File: config.mk
export PLATFORM = sky130hd
export DESIGN_NAME = alu_seq_flat
export DESIGN_NICKNAME = d
export VERILOG_FILES = /design/src/rtl/alu_seq_pkg.sv /design/src/rtl/alu_seq_if.sv /design/src/rtl/alu_muldiv_iter.sv /design/src/rtl/alu_seq.sv /design/src/flat_wrapper.sv
export SDC_FILE = /design/constraint.sdc
export NUM_CORES = 1
export LEC_CHECK = 0
export ABC_CLOCK_PERIOD_IN_PS = 5100
export CORE_ASPECT_RATIO = 1.4
export CORE_MARGIN = 2
export CORE_UTILIZATION = 40
export CTS_BUF_LIST = sky130_fd_sc_hd__clkbuf_8
export CTS_CLUSTER_SIZE = 24
export DETAILED_ROUTE_END_ITERATION = 12
export GPL_TIMING_DRIVEN = 1
export PLACE_DENSITY_LB_ADDON = 0.3
export SLEW_MARGIN = 10
export SYNTH_ARGS = -nofsm -noshare
export SYNTH_HDL_FRONTEND = slang
export SYNTH_SLANG_ARGS = --single-unit
File: constraint.sdc
create_clock -name clk -period 5.1 [get_ports clk]
set_input_delay 1.02 -clock clk [delete_from_list [all_inputs] [get_ports clk]]
set_output_delay 1.02 -clock clk [all_outputs]
set_load 0.02 [all_outputs]
File: src/rtl/alu_seq_pkg.sv
// Shared encodings for the execution-stage ALU: opcodes, operand-2 select and FSM states.
// The controller drives the same values, so edit both sides together.
package alu_seq_pkg;

  localparam int XLEN = 32;
  localparam int OP_W = 8;

  localparam logic [OP_W-1:0] OP_ADD  = 8'd0;
  localparam logic [OP_W-1:0] OP_ADDI = 8'd1;
  localparam logic [OP_W-1:0] OP_SUB  = 8'd2;
  localparam logic [OP_W-1:0] OP_MUL  = 8'd3;
  localparam logic [OP_W-1:0] OP_DIV  = 8'd4;
  localparam logic [OP_W-1:0] OP_SLL  = 8'd5;
  localparam logic [OP_W-1:0] OP_SRL  = 8'd6;
  localparam logic [OP_W-1:0] OP_AND  = 8'd7;
  localparam logic [OP_W-1:0] OP_OR   = 8'd8;
  localparam logic [OP_W-1:0] OP_NOT  = 8'd9;
  localparam logic [OP_W-1:0] OP_XOR  = 8'd10;
  localparam logic [OP_W-1:0] OP_LUI  = 8'd11;

  localparam logic [1:0] OP2_RS2 = 2'b00;
  localparam logic [1:0] OP2_IMM = 2'b10;

  typedef enum logic [1:0] {
    ST_IDLE    = 2'd0,
    ST_MUL_RUN = 2'd1,
    ST_DIV_RUN = 2'd2,
    ST_DONE    = 2'd3
  } alu_state_e;

  function automatic logic [XLEN-1:0] neg_val(input logic [XLEN-1:0] v);
    return (~v) + XLEN'(1);
  endfunction

  function automatic logic [XLEN-1:0] abs_val(input logic [XLEN-1:0] v);
    return v[XLEN-1] ? neg_val(v) : v;
  endfunction

endpackage

File: src/rtl/alu_seq_if.sv
// Controller-to-ALU bus. The master drives the request fields; the ALU returns result/busy/done.
// Handshake: alu_en is a start request taken only while the ALU is idle (busy=0, done=0); requests
// at other times are dropped. done pulses for one cycle when result becomes valid; result then holds.
interface alu_seq_if;
  logic                                alu_en;
  logic [alu_seq_pkg::OP_W-1:0]        alu_op;
  logic [1:0]                          op2_dir;
  logic [alu_seq_pkg::XLEN-1:0]        rs1_data;
  logic [alu_seq_pkg::XLEN-1:0]        rs2_data;
  logic [alu_seq_pkg::XLEN-1:0]        imm;
  logic [alu_seq_pkg::XLEN-1:0]        result;
  logic                                busy;
  logic                                done;

  modport master (output alu_en, alu_op, op2_dir, rs1_data, rs2_data, imm,
                  input  result, busy, done);
  modport slave  (input  alu_en, alu_op, op2_dir, rs1_data, rs2_data, imm,
                  output result, busy, done);
endinterface

File: src/rtl/alu_muldiv_iter.sv
// Iterative datapath: shift-add multiply (LSB first) and signed restoring divide, one step per cycle.
// o_last is high during the final step; o_result is the value that step produces.
module alu_muldiv_iter
  import alu_seq_pkg::*;
(
  input  logic            clk,
  input  logic            rst,
  input  logic            i_start,
  input  logic            i_is_div,
  input  logic [XLEN-1:0] i_op1,
  input  logic [XLEN-1:0] i_op2,
  output logic            o_last,
  output logic [XLEN-1:0] o_result
);

  localparam int CNT_W = $clog2(XLEN);
  localparam logic [CNT_W-1:0] LAST_CNT = CNT_W'(XLEN - 1);

  // r_x: multiplier / dividend-quotient, r_y: multiplicand / divisor, r_acc: product / remainder
  logic             r_run;
  logic [CNT_W-1:0] r_cnt;
  logic             r_is_div;
  logic             r_neg;
  logic             r_div0;
  logic [XLEN-1:0]  r_x;
  logic [XLEN-1:0]  r_y;
  logic [XLEN-1:0]  r_acc;

  logic [XLEN:0]    w_rem_sh;
  logic [XLEN:0]    w_diff;
  logic [XLEN-1:0]  w_acc_n;
  logic [XLEN-1:0]  w_x_n;
  logic [XLEN-1:0]  w_y_n;

  always_comb begin
    w_rem_sh = {r_acc, r_x[XLEN-1]};
    w_diff   = w_rem_sh - {1'b0, r_y};
    w_acc_n  = r_acc;
    w_x_n    = r_x;
    w_y_n    = r_y;
    if (r_is_div) begin
      if (!w_diff[XLEN]) begin
        w_acc_n = w_diff[XLEN-1:0];
        w_x_n   = {r_x[XLEN-2:0], 1'b1};
      end else begin
        w_acc_n = w_rem_sh[XLEN-1:0];
        w_x_n   = {r_x[XLEN-2:0], 1'b0};
      end
    end else begin
      w_acc_n = r_acc + (r_x[0] ? r_y : '0);
      w_x_n   = r_x >> 1;
      w_y_n   = r_y << 1;
    end
  end

  assign o_last = r_run && (r_cnt == LAST_CNT);
  // Divide by zero is forced to all ones regardless of dividend sign
  assign o_result = !r_is_div ? w_acc_n :
                    r_div0    ? '1      :
                    r_neg     ? neg_val(w_x_n) : w_x_n;

  always_ff @(posedge clk) begin
    if (rst) begin
      r_run    <= 1'b0;
      r_cnt    <= '0;
      r_is_div <= 1'b0;
      r_neg    <= 1'b0;
      r_div0   <= 1'b0;
      r_x      <= '0;
      r_y      <= '0;
      r_acc    <= '0;
    end else if (i_start) begin
      r_run    <= 1'b1;
      r_cnt    <= '0;
      r_is_div <= i_is_div;
      r_neg    <= i_op1[XLEN-1] ^ i_op2[XLEN-1];
      r_div0   <= (i_op2 == '0);
      r_x      <= i_is_div ? abs_val(i_op1) : i_op2;
      r_y      <= i_is_div ? abs_val(i_op2) : i_op1;
      r_acc    <= '0;
    end else if (r_run) begin
      r_acc <= w_acc_n;
      r_x   <= w_x_n;
      r_y   <= w_y_n;
      r_cnt <= r_cnt + CNT_W'(1);
      if (r_cnt == LAST_CNT) r_run <= 1'b0;
    end
  end

endmodule

File: src/rtl/alu_seq.sv
// Execution-stage ALU: operand select, single-cycle ops and the top FSM around the iterative MUL/DIV.
// Build option ALU_FAST_MUL_EN: MUL completes combinationally in one cycle instead of iterating.
module alu_seq
  import alu_seq_pkg::*;
(
  input  logic        clk,
  input  logic        rst,
  alu_seq_if.slave    bus,
  output alu_state_e  o_dbg_state
);

  alu_state_e       r_state;
  alu_state_e       w_state_n;
  logic [XLEN-1:0]  r_result;
  logic [XLEN-1:0]  w_result_n;
  logic [XLEN-1:0]  w_op1;
  logic [XLEN-1:0]  w_op2;
  logic [XLEN-1:0]  w_single;
  logic             w_iter_start;
  logic             w_iter_last;
  logic [XLEN-1:0]  w_iter_result;
  logic             w_is_mul_iter;

  assign w_op1 = bus.rs1_data;
  assign w_op2 = (bus.op2_dir == OP2_RS2) ? bus.rs2_data :
                 (bus.op2_dir == OP2_IMM) ? bus.imm      : '0;

`ifdef ALU_FAST_MUL_EN
  assign w_is_mul_iter = 1'b0;
`else
  assign w_is_mul_iter = (bus.alu_op == OP_MUL);
`endif

  always_comb begin
    w_single = '0;
    case (bus.alu_op)
      OP_ADD, OP_ADDI: w_single = w_op1 + w_op2;
      OP_SUB:          w_single = w_op1 - w_op2;
      OP_SLL:          w_single = w_op1 << w_op2[4:0];
      OP_SRL:          w_single = w_op1 >> w_op2[4:0];
      OP_AND:          w_single = w_op1 & w_op2;
      OP_OR:           w_single = w_op1 | w_op2;
      OP_NOT:          w_single = ~w_op1;
      OP_XOR:          w_single = w_op1 ^ w_op2;
      OP_LUI:          w_single = w_op2;
`ifdef ALU_FAST_MUL_EN
      OP_MUL:          w_single = w_op1 * w_op2;
`endif
      default:         w_single = '0;
    endcase
  end

  alu_muldiv_iter u_iter (
    .clk      (clk),
    .rst      (rst),
    .i_start  (w_iter_start),
    .i_is_div (bus.alu_op == OP_DIV),
    .i_op1    (w_op1),
    .i_op2    (w_op2),
    .o_last   (w_iter_last),
    .o_result (w_iter_result)
  );

  // Single-cycle ops register their result on the start edge and go straight to DONE
  always_comb begin
    w_state_n    = r_state;
    w_result_n   = r_result;
    w_iter_start = 1'b0;
    case (r_state)
      ST_IDLE: begin
        if (bus.alu_en) begin
          if (bus.alu_op == OP_DIV) begin
            w_state_n    = ST_DIV_RUN;
            w_iter_start = 1'b1;
          end else if (w_is_mul_iter) begin
            w_state_n    = ST_MUL_RUN;
            w_iter_start = 1'b1;
          end else begin
            w_state_n  = ST_DONE;
            w_result_n = w_single;
          end
        end
      end
      ST_MUL_RUN, ST_DIV_RUN: begin
        if (w_iter_last) begin
          w_state_n  = ST_DONE;
          w_result_n = w_iter_result;
        end
      end
      ST_DONE: w_state_n = ST_IDLE;
      default: w_state_n = ST_IDLE;
    endcase
  end

  always_ff @(posedge clk) begin
    if (rst) begin
      r_state  <= ST_IDLE;
      r_result <= '0;
    end else begin
      r_state  <= w_state_n;
      r_result <= w_result_n;
    end
  end

  assign bus.result  = r_result;
  assign bus.busy    = (r_state == ST_MUL_RUN) || (r_state == ST_DIV_RUN);
  assign bus.done    = (r_state == ST_DONE);
  assign o_dbg_state = r_state;

endmodule

File: src/flat_wrapper.sv
// flat-port wrapper written by rule: the top's interface ports become plain ports
module alu_seq_flat import alu_seq_pkg::*;
  (clk, rst, o_dbg_state, bus_alu_en, bus_alu_op, bus_op2_dir, bus_rs1_data, bus_rs2_data, bus_imm, bus_result, bus_busy, bus_done);
  alu_seq_if bus_i ();
  input  logic clk;
  input  logic rst;
  output alu_state_e o_dbg_state;
  input wire logic [$bits(bus_i.alu_en)-1:0] bus_alu_en;
  input wire logic [$bits(bus_i.alu_op)-1:0] bus_alu_op;
  input wire logic [$bits(bus_i.op2_dir)-1:0] bus_op2_dir;
  input wire logic [$bits(bus_i.rs1_data)-1:0] bus_rs1_data;
  input wire logic [$bits(bus_i.rs2_data)-1:0] bus_rs2_data;
  input wire logic [$bits(bus_i.imm)-1:0] bus_imm;
  output wire logic [$bits(bus_i.result)-1:0] bus_result;
  output wire logic [$bits(bus_i.busy)-1:0] bus_busy;
  output wire logic [$bits(bus_i.done)-1:0] bus_done;
  assign bus_i.alu_en = bus_alu_en;
  assign bus_i.alu_op = bus_alu_op;
  assign bus_i.op2_dir = bus_op2_dir;
  assign bus_i.rs1_data = bus_rs1_data;
  assign bus_i.rs2_data = bus_rs2_data;
  assign bus_i.imm = bus_imm;
  assign bus_result = bus_i.result;
  assign bus_busy = bus_i.busy;
  assign bus_done = bus_i.done;
  alu_seq u_core (.clk(clk), .rst(rst), .bus(bus_i), .o_dbg_state(o_dbg_state));
endmodule
# After elaboration in Yosys (flattened, before gate mapping)
# Index checks and enable logic that the tools add are counted.
# word_totals
reg_bits	139
out_inout_bits	36
inputBits	109
word_cells	99
# op_classes
muxes	37
n_eq_ne	21
add_sub_neg	8
shift	2
reduce_logical	14
n_bitwise	7
# op_table
op	n
32-bit 2-to-1 mux	22
32-bit one-hot mux with 9 select lines	1
32-bit by 1-bit adder with 32-bit output, second input constant	3
32-bit inverter	3
32-bit adder	2
32-bit one-hot mux with 2 select lines	1
33-bit by 32-bit subtractor with 33-bit output	1
32-bit bitwise AND	1
8-bit by 3-bit == test with 1-bit output, second input constant	4
8-bit by 4-bit == test with 1-bit output, second input constant	4
32-bit logical NOT	1
32-bit bitwise OR	1
32-bit by 5-bit left shift with 32-bit output	1
32-bit by 5-bit >> shifter with 32-bit output	1
32-bit subtractor	1
32-bit XOR	1
8-bit by 2-bit == test with 1-bit output, second input constant	2
2-bit != test, second input constant	5
8-bit by 1-bit == test with 1-bit output, second input constant	1
8-bit logical NOT	1
1-bit 2-to-1 mux	8
2-bit 2-to-1 mux	4
2-bit == test, second input constant	3
2-bit one-hot mux with 3 select lines	1
11 further kinds	16

# Depth between registers and ports, before layout
# depth
word_depth	10
mapped_depth	24
mapped_depth_nobuf	22

# By module
# From an unflattened synthesis, not the netlist that was laid out.
# unflattened
cells_unflattened	3059
area_unflattened_um2	21296.7
# modules_own_cells
mod	cells_per_inst	area_each_um2	seq_area_each_um2	instances
alu_muldiv_iter	1634	11539.8	2102.0	1
alu_seq	1425	9756.9	680.7	1

# Worst setup path after synthesis
# No wires, ideal clock.
# synth_path
path_kind	input to register
startpoint	input bus_alu_op[7]
endpoint	register u_core.r_result[28] (netlist: u_core.bus.result[28])
path_buffers	3
path_stages	20
setup_slack_ps	-393
t_arrival_ps	5373
required_time_ps	4980
setup_ps	120
path_cell_list	or4_1 -> clkbuf_1 -> nor3_2 -> and2_1 -> clkbuf_1 -> clkbuf_1 -> nor2_1 -> xnor2_1 -> ha_1 -> a211oi_1 -> o21ai_0 -> a32o_1 -> a211oi_1 -> o21ai_0 -> a21oi_1 -> o311a_1 -> xor2_1 -> o2111ai_1 -> a22oi_1 -> nand2_1
# synth_between
elab_chain_cells	7
word_cells_on_any_way	21
cone_classes	eq/ne (13); mux (5); reduce/logical (3)
# synth_lines
item	line_no	text
start, declared	flat_wrapper.sv:9	input wire logic [$bits(bus_i.alu_op)-1:0] bus_alu_op;
8-bit by 1-bit == test with 1-bit output or 8-bit logical NOT (tied branches)	alu_seq.sv:36	case (bus.alu_op)
2-bit OR reduction	alu_seq.sv:36	
32-bit one-hot mux with 9 select lines	alu_seq.sv:36	
32-bit 2-to-1 mux	alu_seq.sv:75	end else if (w_is_mul_iter) begin
32-bit 2-to-1 mux	alu_seq.sv:72	if (bus.alu_op == OP_DIV) begin
32-bit 2-to-1 mux	alu_seq.sv:71	if (bus.alu_en) begin
32-bit one-hot mux with 2 select lines	alu_seq.sv:69	case (r_state)
end signal, assigned	alu_seq.sv:101	r_result <= w_result_n;
end, declared	alu_seq.sv:14	logic [XLEN-1:0] r_result;
# Parallel ways exist; a longest one is shown, timed or not. The select of a mux whose other input is x is not followed.
# A chain may end at the register's enable or synchronous reset.

# Final worst setup path
# layout_path
startpoint	input bus_imm[0]
endpoint	register u_core.r_result[31] (netlist: u_core.bus.result[31])
# layout_between
elab_chain_cells	8
word_cells_on_any_way	11
cone_classes	add/sub (2); shift (2); mux (7)
# layout_lines
item	line_no	text
start, declared	flat_wrapper.sv:13	input wire logic [$bits(bus_i.imm)-1:0] bus_imm;
32-bit 2-to-1 mux *	alu_seq.sv:26	(bus.op2_dir == OP2_IMM) ? bus.imm : '0;
32-bit 2-to-1 mux *	alu_seq.sv:25	assign w_op2 = (bus.op2_dir == OP2_RS2) ? bus.rs2_data :
32-bit subtractor (tied with other cells)	alu_seq.sv:38	OP_SUB: w_single = w_op1 - w_op2;
32-bit one-hot mux with 9 select lines *	alu_seq.sv:36	
32-bit 2-to-1 mux *	alu_seq.sv:75	
32-bit 2-to-1 mux *	alu_seq.sv:72	
32-bit 2-to-1 mux *	alu_seq.sv:71	
32-bit one-hot mux with 2 select lines *	alu_seq.sv:69	
# Every way passes the cells marked *; elsewhere a longest branch is shown, timed or not. The select of a mux whose other input is x is not followed.

==> flow_summary_export.csv <==
group,metric,value,unit
global_routing,grt_pass1_vias,24800,
worst_setup_path,critPathCaptureType,"flop",
sta,max_freq,199,MHz
pwr,powerDensity,205,nW/um^2
drt,drt-total-wl,109000,microns
global_routing,grt_max_degree,78,
sta,hold_viol,0,
drt,vias,25300,
die,boundaryPins,145,
die,dieWidth,199,microns
drt,antenna_left,0,
finish,syn_to_final_growth,26.1,%
cts,clock_latency,490,ps
worst_setup_path,startpoint,"bus_imm[0]",
drt,avgRoutedWirePerCell,26.5,microns
sta,worst_pin_slew,1060,ps
cts,clockBufferDepth,2,
global_routing,use_met2,0.661,
placed_design,place_congestion,1.02,
placed_design,dpl.hpwl,87500,microns
sta,skew,18.0,ps
placed_design,io_buffers,144,
global_routing,antenna_found_initial,6,
finish,drive_gt1_frac,0.192,
sta,tns,0,ps
cts,cts_tree,"built",
global_routing,grt_overflow_total,0,
worst_setup_path,required,5510,ps
sta,setup_violations,0,
hold_path,hp-class,"flop to flop",
synth,synth_area,21400,sq um
synth,yosys.cell_types.count,93,
finish,utilization,0.509,
cts,clk_pin_slew_worst_paths,90,ps
pwr,power.static_leakage,11.1,nW
synth,synthFlopType,"dfxtp_1",
global_routing,grtUsageTotal,0.386,
synth,ys_seq_area_frac,0.130,
pwr,peakVddDrop,0.000245,V
worst_setup_path,cp_max_fo,7,
die,placement_rows,100,
global_routing,met1_usage,0.448,
worst_setup_path,crit_type,"primary input to flop",
synth,postSynthAreaPerCell,7.11,sq um
cts,cts_buffers,17,
global_routing,gr-max-usage-layer,"met2",
pwr,finalPower,5.53,mW
drt,via_per_inst,6.16,
sta,finalMaxSlewViolations,0,
status,outcome,"finished, final reports clean",
worst_setup_path,r2r-start,"u_core.u_iter.r_x[31]$_SDFFE_PP0P_",
finish,nets,3655,
synth,synth_area_leaders,"dfxtp_1 13%, ha_1 9.6%, a21oi_1 6.5%, mux2i_1 6.3%, nor2_1 6.1%",
sta,whs,502,ps
die,die_y,277,microns
die,dieArea,55300,sq um
job,cap_violations,0,
drt,drt-initial-drc-count,2462,
sta,fin_crit,5020,ps
synth,synth_warnings,0,
drt,drc_errors,0,
die,core_area,52900,sq um
worst_setup_path,cp.arrival,5430,ps
hold_path,min_from,"u_core.bus.result[24]$_SDFFE_PP0P_",
global_routing,grtUsageMet3,0.0582,
cts,cts-htree-levels,4,
sta,fin_crit_sh,0.984,
die,initial_core_util,0.404,
finish,n_fill_cell,5323,
cts,clock-sinks,139,
sta,slew_headroom,0.294,
synth,async_flop_share,0,
synth,synth_largest_area_cell,"dfxtp_1",
worst_setup_path,worstSetupStartpointType,"primary input",
synth,synth_nets,3279,
sta,rsz0062_at_grt,"true",
finish,finalNonFillerCells,4108,
global_routing,grt_pass1_wl,158000,microns
cts,cts-root-buf,"clkbuf_8",
placed_design,dp.cells,4061,
synth,synthDominantCellAreaShare,0.130,
synth,synthCells,3003,
drt,detail_route.first_pass.iterations,6,
synth,synth_edf_count,0,
synth,ys_ff_latch,139,
## state kept, by name, indices dropped and copies added (netlist names)
register and flops:
u_core.bus.result 32, u_core.o_dbg_state 2, u_core.u_iter.r_acc 32, u_core.u_iter.r_cnt 5
u_core.u_iter.r_div0 1, u_core.u_iter.r_is_div 1, u_core.u_iter.r_neg 1, u_core.u_iter.r_run 1
u_core.u_iter.r_x 32, u_core.u_iter.r_y 32
## power breakdown
group          switching (mW)  internal (mW)
logic                    1.91           1.29
clock network           0.481          0.583
registers              0.0934           1.17
total                    2.49           3.04
## layout by cell type, fill, tap and decap left out, drive strengths merged, types with 37 or more instances in the layout
| cell | n |
|---|---|
| xor2 | 41 |
| a211oi | 107 |
| xnor2 | 134 |
| dfxtp | 139 |
| nand2 | 285 |
| mux2i | 134 |
| a21oi | 277 |
| clkdlybuf4s50 | 136 |
| nand3 | 47 |
| mux4 | 57 |
| and2 | 37 |
| ha | 164 |
| o21ai | 213 |
| inv | 139 |
| nor2 | 348 |
| nor3 | 82 |
| buf | 462 |
| o211ai | 79 |
## layer usage
| layer | part of all wire | up-vias | wire length, microns |
|---|---|---|---|
| li1 | - | 11700 | - |
| met4 | 0.069 | 8 | 7490 |
| met2 | 0.48 | 1108 | 52400 |
| met1 | 0.38 | 12200 | 41400 |
| met5 | 0.00046 | - | 50 |
| met3 | 0.069 | 288 | 7540 |
## per-stage QoR
stage	area (sq um)	worst slack [ps]
after floorplan	21400	12.0
final	26900	80.5
after global placement	26200	-780
after detailed placement	26200	-838
after CTS	26700	5.68
after global routing	26900	-243
## timing repair
item,CTS,global route
buffers inserted,3,9
gates resized for setup,9,41
setup endpoints to repair,13,13
pin swaps,4,34
cloned,0,1
hold buffers,0,0
## path summary, 6_finish.rpt
check                                                          end  slack (ps)  cells past startpoint
worst max-delay path            u_core.bus.result[31]$_SDFFE_PP0P_          80                     23
worst min-delay path            u_core.bus.result[24]$_SDFFE_PP0P_         500                      2
worst max register to register  u_core.bus.result[28]$_SDFFE_PP0P_         300                     21
worst min register to register  u_core.bus.result[24]$_SDFFE_PP0P_         500                      2
## synthesized netlist by cell type (all sizes together), types with 7 or more instances
cell type and number:
clkbuf 180, nand3 47, o21a 17, o221ai 26
xnor2 134, a2111oi 9, nor3 82, o211ai 79
and2 37, or3 26, or2 26, ha 164
buf 66, nor2 348, xor2 41, a211oi 107
o32ai 7, nand2 285, and3 15, inv 137
nor4 12, a21oi 277, o41ai 9, nor2b 18
nand2b 26, a21o 26, mux4 57, nand3b 8
o21bai 16, o22ai 26, o31ai 22, a221oi 13
a311oi 9, a22oi 27, a221o 7, o2111ai 9
nand4 23, a211o 8, mux2i 134, a31oi 26
dfxtp 139, o21ai 213
## critical path: stages
cell,delay [ps]
clkdlybuf4s50_1,470
nor2_1,50
a211o_1,360
buf_6,180
and3_1,190
buf_4,160
nand2_1,110
nand2_1,80
xnor2_1,130
ha_1,290
o21a_1,180
o2111ai_1,190
a31oi_1,60
buf_4,180
o311ai_2,290
buf_4,200
a31oi_4,120
o22ai_2,190
o21ai_2,90
a2111oi_2,380
a41o_1,150
a21oi_1,80
a211oi_2,260
## final cells by class
type	instances	area, sq um	share of cell area
well taps	714	893	0.0332
inverters	141	532	0.0197
clock buffers	17	234	0.00868
clock inverters	15	225	0.00836
diodes	2	5.00	0.000186
flip-flops and latches	139	2790	0.104
multi-input cells	2477	17300	0.641
repair buffers	603	4990	0.185
## kinds of logic after synthesis
family	after synthesis	share of synthesized area
and+or+nand+nor	970	0.209
AOI/OAI and AO/OA	968	0.291
buffers and inverters	387	0.0730
muxes	197	0.126
xor gates and xnor gates	175	0.0721
adders and majority gates	167	0.0989
DFF	139	0.130
Power figures use the tool's default switching activity.
